===== config.mk =====
export PLATFORM = sky130hd
export DESIGN_NAME = sync_fifo_param
export DESIGN_NICKNAME = d
export VERILOG_FILES = /design/src/rtl/sync_fifo_param.sv
export SDC_FILE = /design/constraint.sdc
export NUM_CORES = 1
export LEC_CHECK = 0
export ABC_CLOCK_PERIOD_IN_PS = 7400
export BUFFER_PORTS_ARGS = -buffer_cell sky130_fd_sc_hd__buf_4
export CAP_MARGIN = 20
export CORE_UTILIZATION = 29
export DETAILED_ROUTE_END_ITERATION = 7
export HOLD_SLACK_MARGIN = 0.12
export MAX_ROUTING_LAYER = met4
export PLACE_DENSITY = 0.55
export SETUP_SLACK_MARGIN = 0.4
export SYNTH_ARGS = -nofsm -noshare
export SYNTH_HDL_FRONTEND = slang
export SYNTH_SLANG_ARGS = --single-unit

===== constraint.sdc =====
create_clock -name clk -period 7.4 [get_ports clk]
set_input_delay 0.37 -clock clk [delete_from_list [all_inputs] [get_ports clk]]
set_output_delay 0.37 -clock clk [all_outputs]
set_load 0.02 [all_outputs]

===== src/rtl/sync_fifo_param.sv =====
// sync_fifo_param
//   Single-clock parametrised FIFO that carries coefficient and sample words
//   from the FIR input stage to the tap MAC engine.
//   It supports simultaneous read and write, an occupancy count,
//   almost-full and almost-empty thresholds, sticky overflow and underflow
//   flags, and a synchronous flush.
//   Read behaviour is either a registered read with one cycle of latency
//   (FWFT=0) or first-word-fall-through (FWFT=1).
//
// Ports
//   clk            rising-edge clock
//   rstn           asynchronous active-low reset
//   clr            synchronous flush, active high; overrides read/write
//   in_write_ctrl  write request
//   in_write_data  write data
//   in_read_ctrl   read / pop request
//   out_read_data  read data
//   out_read_valid qualifier for out_read_data
//   full, empty, almost_full, almost_empty  occupancy status
//   count          words stored, 0 .. 2**DEPTH_BITS
//   overflow       sticky: write attempted while full
//   underflow      sticky: read attempted while empty
module sync_fifo_param #(
  parameter int DATABITS   = 16,
  parameter int DEPTH_BITS = 6,
  parameter int AF_THRESH  = 60,
  parameter int AE_THRESH  = 4,
  parameter int FWFT       = 0
) (
  input  logic                  clk,
  input  logic                  rstn,
  input  logic                  clr,
  input  logic                  in_write_ctrl,
  input  logic [DATABITS-1:0]   in_write_data,
  input  logic                  in_read_ctrl,
  output logic [DATABITS-1:0]   out_read_data,
  output logic                  out_read_valid,
  output logic                  full,
  output logic                  empty,
  output logic                  almost_full,
  output logic                  almost_empty,
  output logic [DEPTH_BITS:0]   count,
  output logic                  overflow,
  output logic                  underflow
);

  localparam int                DEPTH   = 2 ** DEPTH_BITS;
  localparam logic [DEPTH_BITS:0] C_DEPTH = (DEPTH_BITS + 1)'(DEPTH);
  localparam logic [DEPTH_BITS:0] C_AF    = (DEPTH_BITS + 1)'(AF_THRESH);
  localparam logic [DEPTH_BITS:0] C_AE    = (DEPTH_BITS + 1)'(AE_THRESH);
  localparam logic [DEPTH_BITS:0] C_ONE   = (DEPTH_BITS + 1)'(1);

  logic [DATABITS-1:0]   r_mem [DEPTH];
  logic [DEPTH_BITS:0]   r_wr_ptr;
  logic [DEPTH_BITS:0]   r_rd_ptr;
  logic                  r_overflow;
  logic                  r_underflow;

  logic [DEPTH_BITS:0]   w_count;
  logic                  w_full;
  logic                  w_empty;
  logic                  w_wr_acc;
  logic                  w_rd_acc;
  logic [DEPTH_BITS-1:0] w_wr_addr;
  logic [DEPTH_BITS-1:0] w_rd_addr;

  // Pointers carry one extra bit.
  // Their difference is the occupancy, so a full FIFO and an empty FIFO
  // never alias, and the pointers wrap naturally.
  assign w_count   = r_wr_ptr - r_rd_ptr;
  assign w_full    = (w_count == C_DEPTH);
  assign w_empty   = (w_count == '0);
  assign w_wr_acc  = in_write_ctrl & ~w_full;
  assign w_rd_acc  = in_read_ctrl & ~w_empty;
  assign w_wr_addr = r_wr_ptr[DEPTH_BITS-1:0];
  assign w_rd_addr = r_rd_ptr[DEPTH_BITS-1:0];

  assign count        = w_count;
  assign full         = w_full;
  assign empty        = w_empty;
  assign almost_full  = (w_count >= C_AF);
  assign almost_empty = (w_count <= C_AE);
  assign overflow     = r_overflow;
  assign underflow    = r_underflow;

  // The storage array has no reset, so it can map onto RAM.
  // A flush discards the write issued in the same cycle.
  always_ff @(posedge clk) begin
    if (w_wr_acc && !clr) begin
      r_mem[w_wr_addr] <= in_write_data;
    end
  end

  always_ff @(posedge clk or negedge rstn) begin
    if (!rstn) begin
      r_wr_ptr <= '0;
      r_rd_ptr <= '0;
    end else if (clr) begin
      r_wr_ptr <= '0;
      r_rd_ptr <= '0;
    end else begin
      if (w_wr_acc) r_wr_ptr <= r_wr_ptr + C_ONE;
      if (w_rd_acc) r_rd_ptr <= r_rd_ptr + C_ONE;
    end
  end

  always_ff @(posedge clk or negedge rstn) begin
    if (!rstn) begin
      r_overflow  <= 1'b0;
      r_underflow <= 1'b0;
    end else if (clr) begin
      r_overflow  <= 1'b0;
      r_underflow <= 1'b0;
    end else begin
      if (in_write_ctrl && w_full)  r_overflow  <= 1'b1;
      if (in_read_ctrl  && w_empty) r_underflow <= 1'b1;
    end
  end

  generate
    if (FWFT == 0) begin : g_reg_read
      logic [DATABITS-1:0] r_rd_data;
      logic                r_rd_valid;

      // The data register holds its last value between pops.
      // Only the valid bit pulses.
      always_ff @(posedge clk or negedge rstn) begin
        if (!rstn) begin
          r_rd_data  <= '0;
          r_rd_valid <= 1'b0;
        end else if (clr) begin
          r_rd_data  <= '0;
          r_rd_valid <= 1'b0;
        end else if (w_rd_acc) begin
          r_rd_data  <= r_mem[w_rd_addr];
          r_rd_valid <= 1'b1;
        end else begin
          r_rd_valid <= 1'b0;
        end
      end

      assign out_read_data  = r_rd_data;
      assign out_read_valid = r_rd_valid;
    end else begin : g_fwft
      // The head word is always presented.
      // A read request acknowledges it and advances the read pointer.
      assign out_read_data  = r_mem[w_rd_addr];
      assign out_read_valid = ~w_empty;
    end
  endgenerate

endmodule


==> results of run 1 <==
[critical path, cell delays in order, from the launching register on]
cell	delay, ns
dfrtp_4	0.63
buf_4	0.65
buf_12	0.63
mux4_2	0.60
a22o_1	0.27
a221oi_1	0.65
o22ai_1	0.44
a21oi_1	0.30
o2bb2ai_1	0.10
[kinds of logic (layout without fill, tap and decap cells)]
logic type | Yosys count | in the layout | synth area share
other | 0 | 4 | 0
muxes | 301 | 301 | 0.141
and+or+nand+nor | 208 | 208 | 0.0234
buffers and inverters | 120 | 361 | 0.0128
AOI/OAI and AO/OA | 252 | 252 | 0.0447
xor gates and xnor gates | 10 | 10 | 0.00214
DFF | 1057 | 1057 | 0.773
adders and majority gates | 9 | 9 | 0.00294
[sequential cells by signal, summed over array words and instances (netlist names)]
signal / count
r_wr_ptr: 7
overflow: 1
underflow: 1
out_read_valid: 1
r_mem: 1024
out_read_data: 16
r_rd_ptr: 7
[routing by layer]
metal | global-route usage | share of wire | vias to the layer above
li1 | - | - | 8529
met1 | 0.208 | 0.43 | 11151
met2 | 0.250 | 0.48 | 718
met3 | 0.0290 | 0.062 | 178
met4 | 0.0460 | 0.027 | 0
met5 | - | 0 | -
[cell type report]
| cell class | instances | area (um2) | area share |
|---|---|---|---|
| Clock buffer | 126 | 2860 | 0.0602 |
| Inverter | 15 | 58.8 | 0.00124 |
| Timing Repair Buffer | 139 | 1090 | 0.0230 |
| Tap cell | 1876 | 2350 | 0.0495 |
| Antenna cell | 4 | 10.0 | 0.000211 |
| Clock inverter | 81 | 717 | 0.0151 |
| Multi-Input combinational cell | 780 | 8780 | 0.185 |
| Sequential cell | 1057 | 31600 | 0.666 |
[power groups by stage]
stage / Combinational [mW] / Clock, mW / Sequential, mW
finish: 2.88 / 5.44 / 6.74
floorplan: 1.88 / 0 / 6.84
global placement: 2.90 / 0 / 6.86
CTS: 2.93 / 5.54 / 6.74
detailed placement: 2.91 / 0 / 6.87
global route: 3.04 / 5.75 / 6.75
[what timing repair did]
| item | CTS | global route |
|---|---|---|
| hold buffers | 6 | 0 |
| setup endpoints to repair | 0 | 0 |
| setup buffers | 0 | 0 |
| hold endpoints to repair | 49 | 0 |
[how the worst max path moves through the flow]
| stage | endpoint | cells after the start | slack [ns] |
|---|---|---|---|
| global placement | out_read_data[2] | 8 | 2.83 |
| global route | r_mem[51][7] | 11 | 2.61 |
| finish | out_read_data[2] | 8 | 2.79 |
| detailed placement | out_read_data[2] | 8 | 2.85 |
| floorplan | r_mem[21][0] | 11 | 3.35 |
| CTS | out_read_data[2] | 8 | 2.82 |
[layout by cell type (no fill, tap or decap), types with 14 or more instances in the layout]
master and n:
a211oi_1 17, a21oi_1 57, a221oi_1 23, a22o_1 23
a22oi_1 32, buf_4 129, clkbuf_1 14, clkbuf_16 112
clkinv_1 29, clkinv_2 24, dfrtp_1 31, edfxtp_1 1024
mux2i_1 80, mux4_2 220, nand2_1 58, nand3_1 17
nor2_1 81, o221ai_1 17, o22ai_1 25
==> impl_results.html, run 1 <==
<table>
<tr><th>Metric</th><th>Value</th></tr>
<tr><th colspan="2">Clock tree</th></tr>
<tr><td>Num Clock Sinks</td><td>1057</td></tr>
<tr><td>Root Buffer</td><td>clkbuf_16</td></tr>
<tr><td>Clk slew on worst S/H paths</td><td>0.06 ns</td></tr>
<tr><td>CTS Buffer Depth</td><td>3</td></tr>
<tr><td>H-tree lvl count</td><td>3</td></tr>
<tr><td>Resized Gates After CTS</td><td>0</td></tr>
<tr><td>TritonCTS Buffers</td><td>109</td></tr>
<tr><td>Clock insertion delay at the later pin of the skew report</td><td>0.69 ns</td></tr>
<tr><td>TritonCTS clock tree</td><td>done</td></tr>
<tr><th colspan="2">STA</th></tr>
<tr><td>Worst rel slew slack</td><td>0.187</td></tr>
<tr><td>Accumulated negative setup slack</td><td>0 ns</td></tr>
<tr><td>Post-Route Hold Slack</td><td>0.242 ns</td></tr>
<tr><td>Worst Tran Pin Value</td><td>1.19 ns</td></tr>
<tr><td>Final clock period utilization by the worst path</td><td>0.623</td></tr>
<tr><td>Final hold vios</td><td>0</td></tr>
<tr><td>Worst setup margin</td><td>2.79 ns</td></tr>
<tr><td>Post-layout minimum cycle time</td><td>4.61 ns</td></tr>
<tr><td>Final Max Slew Viols</td><td>0</td></tr>
<tr><td>Upper clock frequency limit</td><td>217 MHz</td></tr>
<tr><td>Number of endpoints failing setup at the final stage</td><td>0</td></tr>
<tr><td>Skew final</td><td>0.0327 ns</td></tr>
<tr><td>RSZ-0062 raised after global routing</td><td>no</td></tr>
<tr><th colspan="2">Placement</th></tr>
<tr><td>Post-placement cell count</td><td>3860</td></tr>
<tr><td>HPWL reported at the end of detailed placement</td><td>63.8 mm</td></tr>
<tr><td>Final estimated routing congestion in global placement</td><td>0.870</td></tr>
<tr><td>Count of buffers from port buffering</td><td>50</td></tr>
<tr><td>Worst slack, placed</td><td>2.85 ns</td></tr>
<tr><td>Placed standard-cell area</td><td>43800 um2</td></tr>
<tr><th colspan="2">Pwr</th></tr>
<tr><td>Worst vdd rail ir drop</td><td>0.275 mV</td></tr>
<tr><td>Part of the power in combinational logic</td><td>0.191</td></tr>
<tr><td>Pwr per Cell Area</td><td>317 nW/um2</td></tr>
<tr><td>Cell Int Power</td><td>11.0 mW</td></tr>
<tr><td>Switching share of total power</td><td>0.269</td></tr>
<tr><td>Clock group share of total power</td><td>0.361</td></tr>
<tr><td>Sequential Power Share</td><td>0.448</td></tr>
<tr><td>Psw</td><td>4.06 mW</td></tr>
<tr><td>Total leakage power</td><td>14.7 nW</td></tr>
<tr><td>Sum of internal, switching and leakage power</td><td>15.1 mW</td></tr>
<tr><th colspan="2">Yosys</th></tr>
<tr><td>Commonest register cell after synthesis</td><td>edfxtp_1</td></tr>
<tr><td>Net count after synthesis</td><td>1987</td></tr>
<tr><td>Average cell area after synthesis</td><td>20.9 um2</td></tr>
<tr><td>Main area contributors after synthesis</td><td>edfxtp_1, mux4_2, dfrtp_1, mux2i_1, nor2_1</td></tr>
<tr><td>Post-synth top area share</td><td>0.753</td></tr>
<tr><td>Synth area leader</td><td>edfxtp_1</td></tr>
<tr><td>Synthesis-stage register bit count</td><td>1057</td></tr>
<tr><td>Share of flip-flops with an asynchronous set or reset after synthesis</td><td>0.0312</td></tr>
<tr><td>Cells after synthesis</td><td>1957</td></tr>
<tr><td>Number of warning messages in the yosys log</td><td>0</td></tr>
<tr><td>Sequential element share of the synthesized area</td><td>0.773</td></tr>
<tr><td>EDFF count, synth</td><td>1024</td></tr>
<tr><td>Top cells by count, synth</td><td>edfxtp_1, mux4_2, nor2_1</td></tr>
<tr><td>Netlist cell types</td><td>57</td></tr>
<tr><td>Combined area of all synthesized cells</td><td>40900 um2</td></tr>
<tr><td>Cell with the most instances after synthesis</td><td>edfxtp_1</td></tr>
<tr><th colspan="2">Route</th></tr>
<tr><td>DRC marker count from the first detailed-route iteration</td><td>2203</td></tr>
<tr><td>First-pass iteration count of the detailed router</td><td>5</td></tr>
<tr><td>Wire length after detailed routing</td><td>110 mm</td></tr>
<tr><td>Count of vias placed by the detailed router</td><td>20576</td></tr>
<tr><td>Remaining design rule violation count</td><td>0</td></tr>
<tr><td>Routed via count divided by cell count</td><td>5.05</td></tr>
<tr><td>Avg WL per Cell</td><td>27.0 um</td></tr>
<tr><td>Remaining antenna violation count</td><td>0</td></tr>
<tr><th colspan="2">Min path</th></tr>
<tr><td>Path class of the lowest-slack min-delay path</td><td>in2async</td></tr>
<tr><th colspan="2">Die</th></tr>
<tr><td>Initial core utilization</td><td>0.292</td></tr>
<tr><td>Core box area</td><td>140000 um2</td></tr>
<tr><td>Die span in x</td><td>377 um</td></tr>
<tr><td>Die H</td><td>377 um</td></tr>
<tr><td>I/O pin total</td><td>51</td></tr>
<tr><td>Standard-cell row count</td><td>137</td></tr>
<tr><td>Area of the die</td><td>142000 um2</td></tr>
<tr><th colspan="2">Global routing</th></tr>
<tr><td>Aggregate global-route resource usage</td><td>0.158</td></tr>
<tr><td>Maximum number of pins on one net before global-route repair</td><td>111</td></tr>
<tr><td>Wire length of the first global-routing pass</td><td>157 mm</td></tr>
<tr><td>Number of global-route vias before repair</td><td>20926</td></tr>
<tr><td>Initial antenna violation count</td><td>0</td></tr>
<tr><td>Remaining Overflow, GRT</td><td>0</td></tr>
<tr><th colspan="2">Finish</th></tr>
<tr><td>Final design utilization</td><td>0.340</td></tr>
<tr><td>Post-route standard cell area excluding fillers</td><td>47400 um2</td></tr>
<tr><td>Total number of nets in the final design</td><td>2132</td></tr>
<tr><td>Total of fill cells in the finished design</td><td>12997</td></tr>
<tr><td>Layout-stage area growth over the synthesis result</td><td>16.1%</td></tr>
<tr><td>Fraction of final layout cells sized beyond drive strength 1</td><td>0.247</td></tr>
<tr><td>Final Instance Count excl. Fillers</td><td>4078</td></tr>
<tr><th colspan="2">Critical path</th></tr>
<tr><td>Endpoint of the worst-slack reg-to-reg timing path</td><td>out_read_data[2]</td></tr>
<tr><td>CP Launch Type</td><td>flop</td></tr>
<tr><td>Category of the worst setup path capture point</td><td>flop</td></tr>
<tr><td>Worst reg2reg setup slack</td><td>2.79 ns</td></tr>
<tr><td>Length in cells of the worst reg-to-reg path</td><td>8</td></tr>
<tr><td>Origin of the worst setup path</td><td>r_rd_ptr[0]</td></tr>
<tr><td>Worst path required time</td><td>7.93 ns</td></tr>
<tr><td>Worst EP arrival</td><td>5.14 ns</td></tr>
<tr><td>Worst R2R Start</td><td>r_rd_ptr[0]</td></tr>
<tr><td>Maximum fanout encountered on the critical timing path</td><td>90</td></tr>
<tr><td>Start-to-end type of the worst setup path</td><td>reg2reg</td></tr>
<tr><th colspan="2">Run</th></tr>
<tr><td>Maximum Capacitance Violations</td><td>0</td></tr>
<tr><th colspan="2">Run status</th></tr>
<tr><td>Status</td><td>finished clean</td></tr>
</table>
Power figures use the tool's default switching activity.
==> run 2, diff against run 1 <==
--- a/config.mk
+++ b/config.mk
@@ -5,7 +5,8 @@
 export SDC_FILE = /design/constraint.sdc
 export NUM_CORES = 1
 export LEC_CHECK = 0
-export ABC_CLOCK_PERIOD_IN_PS = 7400
+export ABC_AREA = 1
+export ABC_CLOCK_PERIOD_IN_PS = 4800
 export BUFFER_PORTS_ARGS = -buffer_cell sky130_fd_sc_hd__buf_4
 export CAP_MARGIN = 20
 export CORE_UTILIZATION = 29
==> constraint.sdc (replaced) <==
create_clock -name clk -period 4.8 [get_ports clk]
set_input_delay 0.24 -clock clk [delete_from_list [all_inputs] [get_ports clk]]
set_output_delay 0.24 -clock clk [all_outputs]
set_load 0.02 [all_outputs]
==> impl_results.html, run 2 <==
<table>
<tr><th>Metric</th><th>Value</th></tr>
<tr><th colspan="2">Critical path</th></tr>
<tr><td>Worst path required time</td><td>5.21 ns</td></tr>
<tr><td>Maximum fanout encountered on the critical timing path</td><td>10</td></tr>
<tr><td>Worst EP arrival</td><td>4.32 ns</td></tr>
<tr><td>Worst reg2reg setup slack</td><td>0.89 ns</td></tr>
<tr><td>Category of the worst setup path capture point</td><td>flop</td></tr>
<tr><td>Start-to-end type of the worst setup path</td><td>reg2reg</td></tr>
<tr><td>CP Launch Type</td><td>flop</td></tr>
<tr><td>Length in cells of the worst reg-to-reg path</td><td>13</td></tr>
<tr><td>Worst R2R Start</td><td>r_wr_ptr[0]</td></tr>
<tr><td>Origin of the worst setup path</td><td>r_wr_ptr[0]</td></tr>
<tr><td>Endpoint of the worst-slack reg-to-reg timing path</td><td>r_mem[21][13]</td></tr>
<tr><th colspan="2">Die</th></tr>
<tr><td>Initial core utilization</td><td>0.292</td></tr>
<tr><td>Die span in x</td><td>393 um</td></tr>
<tr><td>Standard-cell row count</td><td>143</td></tr>
<tr><td>Core box area</td><td>152000 um2</td></tr>
<tr><td>I/O pin total</td><td>51</td></tr>
<tr><td>Area of the die</td><td>154000 um2</td></tr>
<tr><td>Die H</td><td>393 um</td></tr>
<tr><th colspan="2">STA</th></tr>
<tr><td>Accumulated negative setup slack</td><td>0 ns</td></tr>
<tr><td>Post-layout minimum cycle time</td><td>3.91 ns</td></tr>
<tr><td>Final Max Slew Viols</td><td>0</td></tr>
<tr><td>Post-Route Hold Slack</td><td>0.153 ns</td></tr>
<tr><td>Worst setup margin</td><td>0.891 ns</td></tr>
<tr><td>Worst Tran Pin Value</td><td>1.05 ns</td></tr>
<tr><td>Skew final</td><td>0.0202 ns</td></tr>
<tr><td>Final hold vios</td><td>0</td></tr>
<tr><td>Number of endpoints failing setup at the final stage</td><td>0</td></tr>
<tr><td>Final clock period utilization by the worst path</td><td>0.814</td></tr>
<tr><td>Upper clock frequency limit</td><td>256 MHz</td></tr>
<tr><td>RSZ-0062 raised after global routing</td><td>no</td></tr>
<tr><td>Worst rel slew slack</td><td>0.298</td></tr>
<tr><th colspan="2">Route</th></tr>
<tr><td>Sum of routed wire segments on met1</td><td>58.2 mm</td></tr>
<tr><td>Remaining design rule violation count</td><td>0</td></tr>
<tr><td>Wire length after detailed routing</td><td>135 mm</td></tr>
<tr><td>First-pass iteration count of the detailed router</td><td>7</td></tr>
<tr><td>Count of vias placed by the detailed router</td><td>29926</td></tr>
<tr><td>DRC marker count from the first detailed-route iteration</td><td>3477</td></tr>
<tr><td>Remaining antenna violation count</td><td>0</td></tr>
<tr><td>Routed via count divided by cell count</td><td>4.81</td></tr>
<tr><td>Highest Signal Layer</td><td>met4</td></tr>
<tr><td>Avg WL per Cell</td><td>21.7 um</td></tr>
<tr><td>Routed length on met3</td><td>9.46 mm</td></tr>
<tr><td>Sum of met2 wire segment lengths after detailed routing</td><td>63.6 mm</td></tr>
<tr><th colspan="2">Clock tree</th></tr>
<tr><td>TritonCTS Buffers</td><td>112</td></tr>
<tr><td>H-tree lvl count</td><td>3</td></tr>
<tr><td>Clock insertion delay at the later pin of the skew report</td><td>0.71 ns</td></tr>
<tr><td>Clk slew on worst S/H paths</td><td>0.06 ns</td></tr>
<tr><td>Num Clock Sinks</td><td>1057</td></tr>
<tr><td>CTS Buffer Depth</td><td>3</td></tr>
<tr><td># Post-CTS Setup Buffers</td><td>0</td></tr>
<tr><td>Root Buffer</td><td>clkbuf_16</td></tr>
<tr><td>Resized Gates After CTS</td><td>0</td></tr>
<tr><td>Hold Buf Count CTS</td><td>20</td></tr>
<tr><td>TritonCTS clock tree</td><td>done</td></tr>
<tr><th colspan="2">Global routing</th></tr>
<tr><td>Wire length of the first global-routing pass</td><td>196 mm</td></tr>
<tr><td>Maximum number of pins on one net before global-route repair</td><td>155</td></tr>
<tr><td>Initial antenna violation count</td><td>7</td></tr>
<tr><td>Remaining Overflow, GRT</td><td>0</td></tr>
<tr><td>Aggregate global-route resource usage</td><td>0.178</td></tr>
<tr><td>Number of global-route vias before repair</td><td>28533</td></tr>
<tr><th colspan="2">Yosys</th></tr>
<tr><td>Cells after synthesis</td><td>4022</td></tr>
<tr><td>Synth area leader</td><td>edfxtp_1</td></tr>
<tr><td>Main area contributors after synthesis</td><td>edfxtp_1, nand2_1, nand3_1, nor2_1, o21ai_0</td></tr>
<tr><td>Sequential element share of the synthesized area</td><td>0.713</td></tr>
<tr><td>Number of warning messages in the yosys log</td><td>0</td></tr>
<tr><td>Cell with the most instances after synthesis</td><td>nand2_1</td></tr>
<tr><td>Netlist cell types</td><td>36</td></tr>
<tr><td>Synthesis-stage register bit count</td><td>1057</td></tr>
<tr><td>Net count after synthesis</td><td>4052</td></tr>
<tr><td>Post-synth top area share</td><td>0.694</td></tr>
<tr><td>Share of flip-flops with an asynchronous set or reset after synthesis</td><td>0.0312</td></tr>
<tr><td>Top cells by count, synth</td><td>nand2_1, edfxtp_1, nor2_1</td></tr>
<tr><td>EDFF count, synth</td><td>1024</td></tr>
<tr><td>Commonest register cell after synthesis</td><td>edfxtp_1</td></tr>
<tr><td>Combined area of all synthesized cells</td><td>44300 um2</td></tr>
<tr><td>Average cell area after synthesis</td><td>11.0 um2</td></tr>
<tr><th colspan="2">Finish</th></tr>
<tr><td>Post-route standard cell area excluding fillers</td><td>51000 um2</td></tr>
<tr><td>Reg with most FFs</td><td>r_mem</td></tr>
<tr><td>Total number of nets in the final design</td><td>4132</td></tr>
<tr><td>Final Instance Count excl. Fillers</td><td>6226</td></tr>
<tr><td>Total of fill cells in the finished design</td><td>15245</td></tr>
<tr><td>Largest register FFs</td><td>1024</td></tr>
<tr><td>Fraction of final layout cells sized beyond drive strength 1</td><td>0.0856</td></tr>
<tr><td>Layout-stage area growth over the synthesis result</td><td>15.1%</td></tr>
<tr><td>Highest-count cells in the layout ignoring fill and taps</td><td>nand2_1, edfxtp_1, nor2_1</td></tr>
<tr><td>Most common cell after layout, fill and taps aside</td><td>nand2_1</td></tr>
<tr><td>Final design utilization</td><td>0.336</td></tr>
<tr><th colspan="2">Placement</th></tr>
<tr><td>Count of buffers from port buffering</td><td>50</td></tr>
<tr><td>Post-placement cell count</td><td>5993</td></tr>
<tr><td>Final estimated routing congestion in global placement</td><td>0.912</td></tr>
<tr><td>Worst slack, placed</td><td>0.687 ns</td></tr>
<tr><td>Placed standard-cell area</td><td>47200 um2</td></tr>
<tr><td>HPWL reported at the end of detailed placement</td><td>79.4 mm</td></tr>
<tr><th colspan="2">Run status</th></tr>
<tr><td>Status</td><td>finished clean</td></tr>
<tr><th colspan="2">Min path</th></tr>
<tr><td>Path class of the lowest-slack min-delay path</td><td>in2reg</td></tr>
<tr><td>Number of instances on the worst hold path</td><td>1</td></tr>
<tr><td>Hold_sp</td><td>in_write_data[12]</td></tr>
<tr><td>End point of the worst hold path</td><td>r_mem[46][12]</td></tr>
<tr><th colspan="2">Pwr</th></tr>
<tr><td>Total leakage power</td><td>19.1 nW</td></tr>
<tr><td>Pwr per Cell Area</td><td>463 nW/um2</td></tr>
<tr><td>Sum of internal, switching and leakage power</td><td>23.6 mW</td></tr>
<tr><td>Worst vdd rail ir drop</td><td>0.341 mV</td></tr>
<tr><th colspan="2">Run</th></tr>
<tr><td>Maximum Capacitance Violations</td><td>0</td></tr>
</table>
## run 2: cell count changes after synthesis, moves of 92 or more
cell and delta:
nand2_1 +1025, nor2_1 +491, nand3_1 +465, inv_1 +234, mux4_2 -220, o21ai_0 +173, buf_2 +92
## run 2: layout make-up
cell class / count / area, um2 / area share
inverters: 251 / 957 / 0.0188
clock buffers: 150 / 3060 / 0.0600
clock inverters: 54 / 468 / 0.00918
multi-input cells: 2489 / 10700 / 0.209
diodes: 4 / 10.0 / 0.000196
flip-flops and latches: 1057 / 31600 / 0.620
well taps: 2030 / 2540 / 0.0498
repair buffers: 191 / 1690 / 0.0331
## run 2: worst max-delay path, cell delays in order, from the launching register on
cell,delay [ns]
dfrtp_1,0.46
inv_1,0.17
ha_1,0.17
inv_1,0.08
fa_1,0.42
nand3_1,0.11
nand3_1,0.12
xor2_2,0.20
nand3_2,0.11
inv_2,0.05
nand2_4,0.15
nand4_2,0.47
nor2_1,0.85
buf_6,0.24
## run 2: worst max path at each step
stage,to,cells after the start
after floorplan,r_mem[0][0],14
after global placement,r_mem[21][5],12
after detailed placement,r_mem[13][1],12
after CTS,r_mem[13][2],12
after global routing,r_mem[21][13],13
final,r_mem[21][13],13
## run 2: cell families (layout without fill, tap and decap cells)
group                      Yosys count  count (layout)  share of synthesized area
DFF                               1057            1057                      0.713
adders and majority gates            9               9                    0.00271
AOI/OAI and AO/OA                  292             292                     0.0337
buffers and inverters              476             646                     0.0465
xor gates and xnor gates            11              11                    0.00234
and+or+nand+nor                   2177            2177                      0.202
other                                0               4                          0
## run 2: power breakdown
group	switching (mW)	internal (mW)	leakage [nW]
combinational	3.61	1.24	7.71
sequential	0.0934	10.2	9.65
clock	3.56	4.87	1.71
## run 2: per-layer routing
layer | up-vias | GRT usage
met1 | 14775 | 0.237
met4 | 0 | 0.0483
li1 | 13785 | -
met5 | - | -
met3 | 211 | 0.0289
met2 | 1155 | 0.279
